File: config.mk
export PLATFORM = sky130hd
export DESIGN_NAME = multicycle_fsm
export DESIGN_NICKNAME = d
export VERILOG_FILES = /design/src/rtl/multicycle_fsm.sv
export SDC_FILE = /design/constraint.sdc
export NUM_CORES = 1
export LEC_CHECK = 0
export CAP_MARGIN = 25
export CORE_UTILIZATION = 42
export CTS_CLUSTER_SIZE = 16
export DETAILED_ROUTE_END_ITERATION = 16
export PLACE_DENSITY = 0.84
export SKIP_LAST_GASP = 1
export SLEW_MARGIN = 20
export SYNTH_ARGS = -nofsm -noshare
export SYNTH_HDL_FRONTEND = slang
export SYNTH_SLANG_ARGS = --single-unit
File: constraint.sdc
create_clock -name clk -period 2.25 [get_ports clk]
set_input_delay 0.45 -clock clk [delete_from_list [all_inputs] [get_ports clk]]
set_output_delay 0.45 -clock clk [all_outputs]
set_load 0.01 [all_outputs]
File: src/rtl/multicycle_fsm.sv
// Multicycle MIPS-subset control unit.
// Sequences the datapath through fetch, decode and per-class execute states,
// emitting write enables and mux selects each cycle, flagging unsupported
// instructions (sticky) and counting retired instructions.
module multicycle_fsm (
    input  logic        clk,
    input  logic        reset,
    input  logic [5:0]  opcode,
    input  logic [5:0]  funct,
    input  logic        zero,
    output logic        pc_we,
    output logic        ir_we,
    output logic        mem_we,
    output logic        reg_we,
    output logic        a_we,
    output logic        b_we,
    output logic        mem_in,
    output logic [1:0]  reg_dst,
    output logic [1:0]  reg_in,
    output logic        alu_src_a,
    output logic [1:0]  alu_src_b,
    output logic        zext,
    output logic [2:0]  alu_op,
    output logic [1:0]  pc_src,
    output logic [3:0]  state,
    output logic        instr_done,
    output logic        illegal,
    output logic [31:0] instr_count
);

    typedef enum logic [3:0] {
        FETCH    = 4'd0,
        DECODE   = 4'd1,
        MEM_ADDR = 4'd2,
        MEM_RD   = 4'd3,
        MEM_WB   = 4'd4,
        MEM_WR   = 4'd5,
        EXEC_R   = 4'd6,
        R_WB     = 4'd7,
        EXEC_I   = 4'd8,
        I_WB     = 4'd9,
        BRANCH   = 4'd10,
        JUMP     = 4'd11,
        JAL      = 4'd12,
        JR       = 4'd13,
        HALT     = 4'd15
    } state_t;

    localparam logic [5:0] OP_RTYPE = 6'h00;
    localparam logic [5:0] OP_J     = 6'h02;
    localparam logic [5:0] OP_JAL   = 6'h03;
    localparam logic [5:0] OP_BEQ   = 6'h04;
    localparam logic [5:0] OP_BNE   = 6'h05;
    localparam logic [5:0] OP_ADDI  = 6'h08;
    localparam logic [5:0] OP_XORI  = 6'h0E;
    localparam logic [5:0] OP_LW    = 6'h23;
    localparam logic [5:0] OP_SW    = 6'h2B;

    localparam logic [5:0] FN_JR  = 6'h08;
    localparam logic [5:0] FN_ADD = 6'h20;
    localparam logic [5:0] FN_SUB = 6'h22;
    localparam logic [5:0] FN_SLT = 6'h2A;

    localparam logic [2:0] ALU_ADD = 3'd0;
    localparam logic [2:0] ALU_SUB = 3'd1;
    localparam logic [2:0] ALU_XOR = 3'd2;
    localparam logic [2:0] ALU_SLT = 3'd3;

    state_t cur_state;
    state_t nxt_state;
    logic   illegal_set;

    assign state = cur_state;

    // State register: reset returns to FETCH from anywhere, including HALT.
    always_ff @(posedge clk) begin
        if (reset) begin
            cur_state <= FETCH;
        end else begin
            cur_state <= nxt_state;
        end
    end

    // Next-state and control outputs; everything is held at 0 while reset is high.
    always_comb begin
        nxt_state   = cur_state;
        illegal_set = 1'b0;
        pc_we       = 1'b0;
        ir_we       = 1'b0;
        mem_we      = 1'b0;
        reg_we      = 1'b0;
        a_we        = 1'b0;
        b_we        = 1'b0;
        mem_in      = 1'b0;
        reg_dst     = 2'd0;
        reg_in      = 2'd0;
        alu_src_a   = 1'b0;
        alu_src_b   = 2'd0;
        zext        = 1'b0;
        alu_op      = ALU_ADD;
        pc_src      = 2'd0;
        instr_done  = 1'b0;
        if (!reset) begin
            case (cur_state)
                FETCH: begin
                    ir_we     = 1'b1;
                    alu_src_b = 2'd2;
                    pc_we     = 1'b1;
                    nxt_state = DECODE;
                end
                DECODE: begin
                    a_we      = 1'b1;
                    b_we      = 1'b1;
                    alu_src_b = 2'd3;
                    case (opcode)
                        OP_RTYPE: begin
                            case (funct)
                                FN_ADD, FN_SUB, FN_SLT: nxt_state = EXEC_R;
                                FN_JR:                  nxt_state = JR;
                                default: begin
                                    nxt_state   = HALT;
                                    illegal_set = 1'b1;
                                end
                            endcase
                        end
                        OP_LW, OP_SW:     nxt_state = MEM_ADDR;
                        OP_ADDI, OP_XORI: nxt_state = EXEC_I;
                        OP_BEQ, OP_BNE:   nxt_state = BRANCH;
                        OP_J:             nxt_state = JUMP;
                        OP_JAL:           nxt_state = JAL;
                        default: begin
                            nxt_state   = HALT;
                            illegal_set = 1'b1;
                        end
                    endcase
                end
                MEM_ADDR: begin
                    alu_src_a = 1'b1;
                    alu_src_b = 2'd1;
                    nxt_state = (opcode == OP_SW) ? MEM_WR : MEM_RD;
                end
                MEM_RD: begin
                    mem_in    = 1'b1;
                    nxt_state = MEM_WB;
                end
                MEM_WB: begin
                    reg_we     = 1'b1;
                    reg_dst    = 2'd1;
                    reg_in     = 2'd1;
                    instr_done = 1'b1;
                    nxt_state  = FETCH;
                end
                MEM_WR: begin
                    mem_in     = 1'b1;
                    mem_we     = 1'b1;
                    instr_done = 1'b1;
                    nxt_state  = FETCH;
                end
                EXEC_R: begin
                    alu_src_a = 1'b1;
                    case (funct)
                        FN_SUB:  alu_op = ALU_SUB;
                        FN_SLT:  alu_op = ALU_SLT;
                        default: alu_op = ALU_ADD;
                    endcase
                    nxt_state = R_WB;
                end
                R_WB: begin
                    reg_we     = 1'b1;
                    instr_done = 1'b1;
                    nxt_state  = FETCH;
                end
                EXEC_I: begin
                    alu_src_a = 1'b1;
                    alu_src_b = 2'd1;
                    if (opcode == OP_XORI) begin
                        alu_op = ALU_XOR;
                        zext   = 1'b1;
                    end
                    nxt_state = I_WB;
                end
                I_WB: begin
                    reg_we     = 1'b1;
                    reg_dst    = 2'd1;
                    instr_done = 1'b1;
                    nxt_state  = FETCH;
                end
                BRANCH: begin
                    alu_src_a  = 1'b1;
                    alu_op     = ALU_SUB;
                    pc_src     = 2'd1;
                    pc_we      = (opcode == OP_BNE) ? ~zero : zero;
                    instr_done = 1'b1;
                    nxt_state  = FETCH;
                end
                JUMP: begin
                    pc_src     = 2'd2;
                    pc_we      = 1'b1;
                    instr_done = 1'b1;
                    nxt_state  = FETCH;
                end
                JAL: begin
                    pc_src     = 2'd2;
                    pc_we      = 1'b1;
                    reg_we     = 1'b1;
                    reg_dst    = 2'd2;
                    reg_in     = 2'd2;
                    instr_done = 1'b1;
                    nxt_state  = FETCH;
                end
                JR: begin
                    pc_src     = 2'd3;
                    pc_we      = 1'b1;
                    instr_done = 1'b1;
                    nxt_state  = FETCH;
                end
                HALT: begin
                    nxt_state = HALT;
                end
                default: begin
                    nxt_state = FETCH;
                end
            endcase
        end
    end

    // Sticky illegal-instruction flag, cleared only by reset.
    always_ff @(posedge clk) begin
        if (reset) begin
            illegal <= 1'b0;
        end else if (illegal_set) begin
            illegal <= 1'b1;
        end
    end

    // Retired-instruction counter; wraps naturally at 32 bits.
    always_ff @(posedge clk) begin
        if (reset) begin
            instr_count <= '0;
        end else if (instr_done) begin
            instr_count <= instr_count + 32'd1;
        end
    end

endmodule

==> impl_metrics.csv, run 1 <==
group,metric,value,unit
setup_path,critical_path.max_fanout,4,
sta,hold_viol,0,
clocking,numCtsBuffers,5,
setup_path,slowest_stage,"clkdlybuf4s50_1",
cells_and_area,diodes,0,
die,io_pins,73,
sta,layout_setup_ws,-0.03129,ns
setup_path,crit_family,"buffers and inverters",
grt,grt_pass1_wl,10580,µm
yosys,yosysUniqueCellTypes,48,
route,met1_length,2952,µm
setup_path,arrival,1.83,ns
route,met3_length,312,µm
power_and_ir_drop,power_frac_seq,31.4,%
setup_path,cp_cell_sequence,"clkdlybuf4s50_1, nand3_2, xnor2_2, nor2_1, o41ai_2, buf_2",
clocking,h-tree-depth,2,
power_and_ir_drop,p_int,1.503,mW
power_and_ir_drop,clockPowerShare,17.8,%
route,maxUsedRoutingLayer,"met4",
run_status,violations,"negative setup slack",
power_and_ir_drop,finalPower,2.415,mW
sta,finalMaxSlewViolations,0,
grt,grt_max_degree,32,
clocking,cts_tree,"done",
route,met2_length,3510,µm
route,drtPass1Iterations,4,
worst_hold_path,hold_class,"register to register",
clocking,clockBufferDepth,2,
route,drc,0,
setup_path,crit_path_end_kind,"output pin",
setup_path,critical_path_buf_inv_count,2,
route,finalWirelength,6866,µm
die,start_util,44.08,%
sta,fin_crit_sh,101.4,%
clocking,insertion_delay,0.27,ns
grt,overflow,0,
placement,dp_hpwl,5044,µm
setup_path,start_kind,"input pin",
power_and_ir_drop,switching_share,37.77,%
grt,first_global_vias,2464,
run_status,outcome,"complete, but fails checks",
die,core_area,5140,µm²
sta,fin_skew,0.003916,ns
grt,antenna_found_initial,0,
placement,io_buffers,71,
route,wl_per_cell,13.87,µm
sta,setup-tns-final,-0.03129,ns
yosys,synth_nets,326,
power_and_ir_drop,p_comb_share,50.8,%
sta,finalSetupViolations,1,
sta,min_period,2.281,ns
setup_path,cp.required,1.80,ns
route,vias,2726,
clocking,clockRootBuffer,"clkbuf_8",
clocking,clkSinkCount,37,
grt,track_usage,23.69,%
setup_path,critical-path-max-stage-delay,0.53,ns
cells_and_area,drive_gt1_share,19.53,%
yosys,avgSynthCellArea,7.309,µm²
placement,gp_congestion,0.9181,
yosys,synthCells,310,
power_and_ir_drop,switching_power,912.3,µW
yosys,ys_seq_area_share,32.69,%
die,dieHeight,75.45,µm
setup_path,crit_type,"input pin to output pin",
route,ant_nets,0,
flow_run,maxCapViolations,0,
clocking,clk_pin_slew_worst_paths,0.07,ns
die,die_area,5693,µm²
yosys,yosys_warnings,0,
die,num_rows,26,
die,die_w,75.45,µm
yosys,ys_ff_latch,37,
sta,fmax,438.3,MHz
power_and_ir_drop,powerDensity,681.9,nW/µm²
sta,grt_setup_unrepaired,"true",
cells_and_area,fillers,453,
route,vias_per_cell,5.507,
power_and_ir_drop,ir_drop,0.4826,mV
power_and_ir_drop,leakagePower,1.340,nW
route,initialDrtViolationCount,137,
cells_and_area,final_nets,440,
cells_and_area,syn_to_final_growth,56.32,%
yosys,syn_area,2266,µm²
cells_and_area,utilization,68.91,%
[cell usage in the layout (no fill, tap or decap), types with 6 or more instances in the layout]
cell,count
xnor2_1,16
nor3_1,17
nor4_1,7
dfxtp_1,35
or3_1,15
o21ai_0,17
nand3_1,10
dlygate4sd2_1,19
a21oi_1,27
clkdlybuf4s50_1,45
nand2_1,25
nand4_1,8
buf_4,55
nor2_1,32
inv_1,12
or4_1,6
[kinds of logic after synthesis]
| group | Yosys count | synth area share, % |
|---|---|---|
| AOI/OAI and AO/OA | 67 | 17.45 |
| DFF | 37 | 32.69 |
| adders and majority gates | 1 | 0.5521 |
| other | 1 | 0.1655 |
| and+or+nand+nor | 147 | 33.57 |
| muxes | 4 | 1.767 |
| xor gates and xnor gates | 20 | 7.731 |
| buffers and inverters | 33 | 6.073 |
[flip-flops by register name (all words and copies together), names as in the netlist]
signal / count
illegal: 1
instr_count: 32
state: 4
[worst paths after layout]
path | depth (start not counted) | end | slack [ns] | start
max | 6 | pc_we | -0.03 | opcode[0]
min | 2 | instr_count[31] | 0.49 | instr_count[31]
max reg2reg | 6 | instr_count[24] | 0.06 | instr_count[5]
min reg2reg | 2 | instr_count[31] | 0.49 | instr_count[31]
[area by class of cell]
cell class | count | area, µm² | share of cell area, %
clock buffer | 8 | 80.08 | 2.261
inverter | 12 | 45.04 | 1.272
multi-input combinational | 240 | 1468 | 41.43
sequential | 37 | 745.7 | 21.05
tap | 70 | 87.58 | 2.473
timing repair buffer | 128 | 1116 | 31.51
[cells in the mapped netlist (all sizes together)]
master   count  area share, %
nor2        35            5.8
and2         1           0.28
xnor2       17            6.6
o21a         1           0.33
or3         15            4.1
nand4b       1           0.39
and4         3            1.2
a21o         2           0.66
a22oi        2           0.66
a31oi        2           0.55
buf          6            1.6
a22o         1           0.39
or4          8            2.8
a221oi       1           0.39
a21oi       27            6.0
or4b         1           0.44
o31ai        5            1.7
o31a         1           0.39
nor2b        2           0.55
nand2b       5            1.4
or2          1           0.28
nand2       25            4.1
mux2i        4            1.8
inv         12            2.0
o211ai       1           0.33
nand3b       1           0.33
ha           1           0.55
nand4        8            2.2
o41ai        1           0.39
clkbuf      15            2.5
o21ba        1           0.44
dfxtp       37             33
a211oi       1           0.33
o2bb2ai      1           0.39
nor4         8            2.2
o21ai       18            4.0
conb         1           0.17
o22ai        1           0.28
nor3b        1           0.33
o21bai       1           0.33
xor2         3            1.2
nor3        20            4.4
and3         1           0.28
nand3       11            2.4
[worst register-to-register path, delay by kind of cell, from the launching register on]
kind                   cells  cell delay, ns
AND/OR/NAND/NOR            4            1.46
buffers and inverters      1            0.18
AO/OA/AOI/OAI              1            0.15
flip-flops                 1            0.34
[power by group through the flow]
stage | clock network [mW] | registers [mW] | logic [mW]
after floorplan | 0 | 0.784 | 0.591
after global placement | 0 | 0.761 | 1.19
after detailed placement | 0 | 0.763 | 1.21
after CTS | 0.441 | 0.756 | 1.20
after global routing | 0.475 | 0.766 | 1.32
final | 0.429 | 0.759 | 1.23
[stage by stage]
| step | setup WS (ns) | cells | hold WS [ns] | area, µm² |
|---|---|---|---|---|
| final | -0.03129 | 495 | 0.4932 | 3542 |
| after detailed placement | -0.7451 | 483 | 0.4748 | 3369 |
| after global routing | -0.09637 | 495 | 0.5251 | 3542 |
| after floorplan | 0.02783 | 310 | 0.4975 | 2266 |
| after CTS | -0.1658 | 492 | 0.4936 | 3485 |
| after global placement | -0.5675 | 483 | 0.4631 | 3369 |
[metal layers]
layer	vias up	global-route usage, %
li1	1338	-
met1	1290	29.14
met2	88	42.06
met3	10	4.365
met4	0	6.996
met5	-	0
[what timing repair did]
| item | in CTS | in global routing |
|---|---|---|
| hold buffers | 0 | 0 |
| setup buffers | 1 | 3 |
| pin swaps | 4 | 7 |
| gates resized for setup | 44 | 10 |
| hold endpoints to repair | 0 | 0 |
| setup endpoints to repair | 26 | 11 |
(Power assumes the default switching activity.)
==> run 2, diff against run 1 <==
--- a/config.mk
+++ b/config.mk
@@ -6,10 +6,11 @@
 export NUM_CORES = 1
 export LEC_CHECK = 0
 export CAP_MARGIN = 25
-export CORE_UTILIZATION = 42
+export CORE_UTILIZATION = 55
 export CTS_CLUSTER_SIZE = 16
 export DETAILED_ROUTE_END_ITERATION = 16
-export PLACE_DENSITY = 0.84
+export DONT_BUFFER_PORTS = 1
+export PLACE_DENSITY = 0.8
 export SKIP_LAST_GASP = 1
 export SLEW_MARGIN = 20
 export SYNTH_ARGS = -nofsm -noshare
==> impl_metrics.csv, run 2 (same netlist as run 1, synthesis figures left out) <==
group,metric,value,unit
sta,fin_skew,0.007329,ns
cells_and_area,most-common-layout-cells,"dfxtp_1 (36), nor2_1 (35), buf_4 (33)",
route,drc,0,
sta,finalMaxSlewViolations,0,
cells_and_area,drive_gt1_share,15.36,%
clocking,insertion_delay,0.29,ns
die,start_util,59.65,%
grt,track_usage,25.86,%
die,die_w,66.19,µm
clocking,cts_tree,"done",
sta,min_period,2.171,ns
clocking,cts_setup_buffers,0,
setup_path,critical_path.max_fanout,24,
power_and_ir_drop,ir_drop,0.6288,mV
placement,dp_hpwl,3832,µm
die,core_area,3799,µm²
grt,antenna_found_initial,0,
power_and_ir_drop,leakagePower,0.8549,nW
clocking,clockRootBuffer,"clkbuf_8",
die,num_rows,22,
cells_and_area,largest_reg_flops,32,
sta,fmax,460.5,MHz
sta,grt_setup_unrepaired,"true",
cells_and_area,regMostFlops,"instr_count",
worst_hold_path,holdPathEnd,"instr_count[14]",
sta,finalSetupViolations,0,
sta,setup-tns-final,0,ns
clocking,h-tree-depth,2,
sta,fin_crit_sh,96.51,%
route,finalWirelength,5436,µm
route,wl_per_cell,14.31,µm
grt,overflow,0,
route,vias_per_cell,6.003,
die,io_pins,73,
cells_and_area,mostFrequentLayoutCell,"dfxtp_1",
grt,met1_usage,31.53,%
route,drtPass1Iterations,4,
clocking,numCtsBuffers,5,
placement,gp_congestion,0.8165,
setup_path,cp.required,1.80,ns
sta,slew_headroom,66.58,%
setup_path,crit_path_end_kind,"output pin",
sta,hold_viol,0,
setup_path,reg2reg_to,"instr_count[28]",
worst_hold_path,hold_class,"input pin to register",
cells_and_area,utilization,69.07,%
clocking,clockBufferDepth,2,
clocking,clk_pin_slew_worst_paths,0.07,ns
setup_path,rrSetupSlack,0.13,ns
route,vias,2281,
grt,grt_util_met3,7.586,%
cells_and_area,final_nets,348,
die,dieHeight,66.19,µm
grt,grt_busiest_layer,"met2",
setup_path,worst_r2r_path_depth,6,
setup_path,arrival,1.72,ns
worst_hold_path,hp-start,"reset",
run_status,outcome,"finished clean",
grt,grt_pass1_wl,8707,µm
worst_hold_path,holdPathStages,1,
route,initialDrtViolationCount,131,
power_and_ir_drop,powerDensity,800.9,nW/µm²
setup_path,start_kind,"register",
placement,io_buffers,0,
route,ant_nets,0,
clocking,clkSinkCount,37,
setup_path,r2r-start,"instr_count[6]",
power_and_ir_drop,finalPower,2.101,mW
setup_path,crit_type,"register to output pin",
flow_run,maxCapViolations,0,
cells_and_area,syn_to_final_growth,15.79,%
grt,grt_max_degree,47,
sta,worst_pin_slew,0.4968,ns
grt,first_global_vias,1992,
die,die_area,4380,µm²
cells_and_area,diodes,0,
grt,grt_util_met2,43.49,%
## run 2: routing by layer
metal / vias to the layer above / part of all wire [%]
met4: 0 / 1.1
met3: 5 / 7.5
met1: 1030 / 44
li1: 1157 / -
met2: 89 / 47
met5: - / 0
## run 2: worst max-delay path by stage
stage	start	endpoint	slack (ns)
2_1_floorplan	state[3]	instr_count[24]	0.03
6_report	state[1]	pc_we	0.08
5_1_grt	state[1]	pc_we	-0.02
3_3_place_gp	state[1]	instr_count[27]	0.14
3_5_place_dp	state[1]	instr_count[25]	0.08
4_1_cts	state[1]	pc_we	0.003
## run 2: report_power, final
part	switching, mW	internal, mW
logic	0.543	0.341
clock network	0.235	0.242
registers	0.0394	0.700
## run 2: repair_timing
action,CTS,global route
pin swaps,0,1
hold buffers,0,0
gates cloned,0,1
resized for setup,2,6
endpoints found under the setup margin,2,8
## run 2: per-stage QoR
stage	hold slack (ns)	cells	setup slack [ns]	instance area, µm²
2_1_floorplan	0.4975	310	0.02783	2266
3_3_place_gp	0.5069	372	0.1365	2496
3_5_place_dp	0.5206	372	0.08023	2496
4_1_cts	0.2165	379	0.002715	2594
5_1_grt	0.2010	380	-0.02093	2624
6_report	0.2208	380	0.07858	2624
## run 2: worst max-delay path, cell delays in order, from the launching register on
cell and delay, ns:
dfxtp_1 0.33, buf_6 0.18, or3_4 0.42, nor3_4 0.20, nor2_1 0.07, o41ai_1 0.06
buf_4 0.17
## run 2: cell type report
cell class                      instances  area, µm²
Clock buffer                            6      82.58
Clock inverter                          1      7.507
Fill cell                             331       1175
Inverter                               12      45.04
Multi-Input combinational cell        240       1411
Sequential cell                        37      742.0
Tap cell                               48      60.06
Timing Repair Buffer                   36      275.3
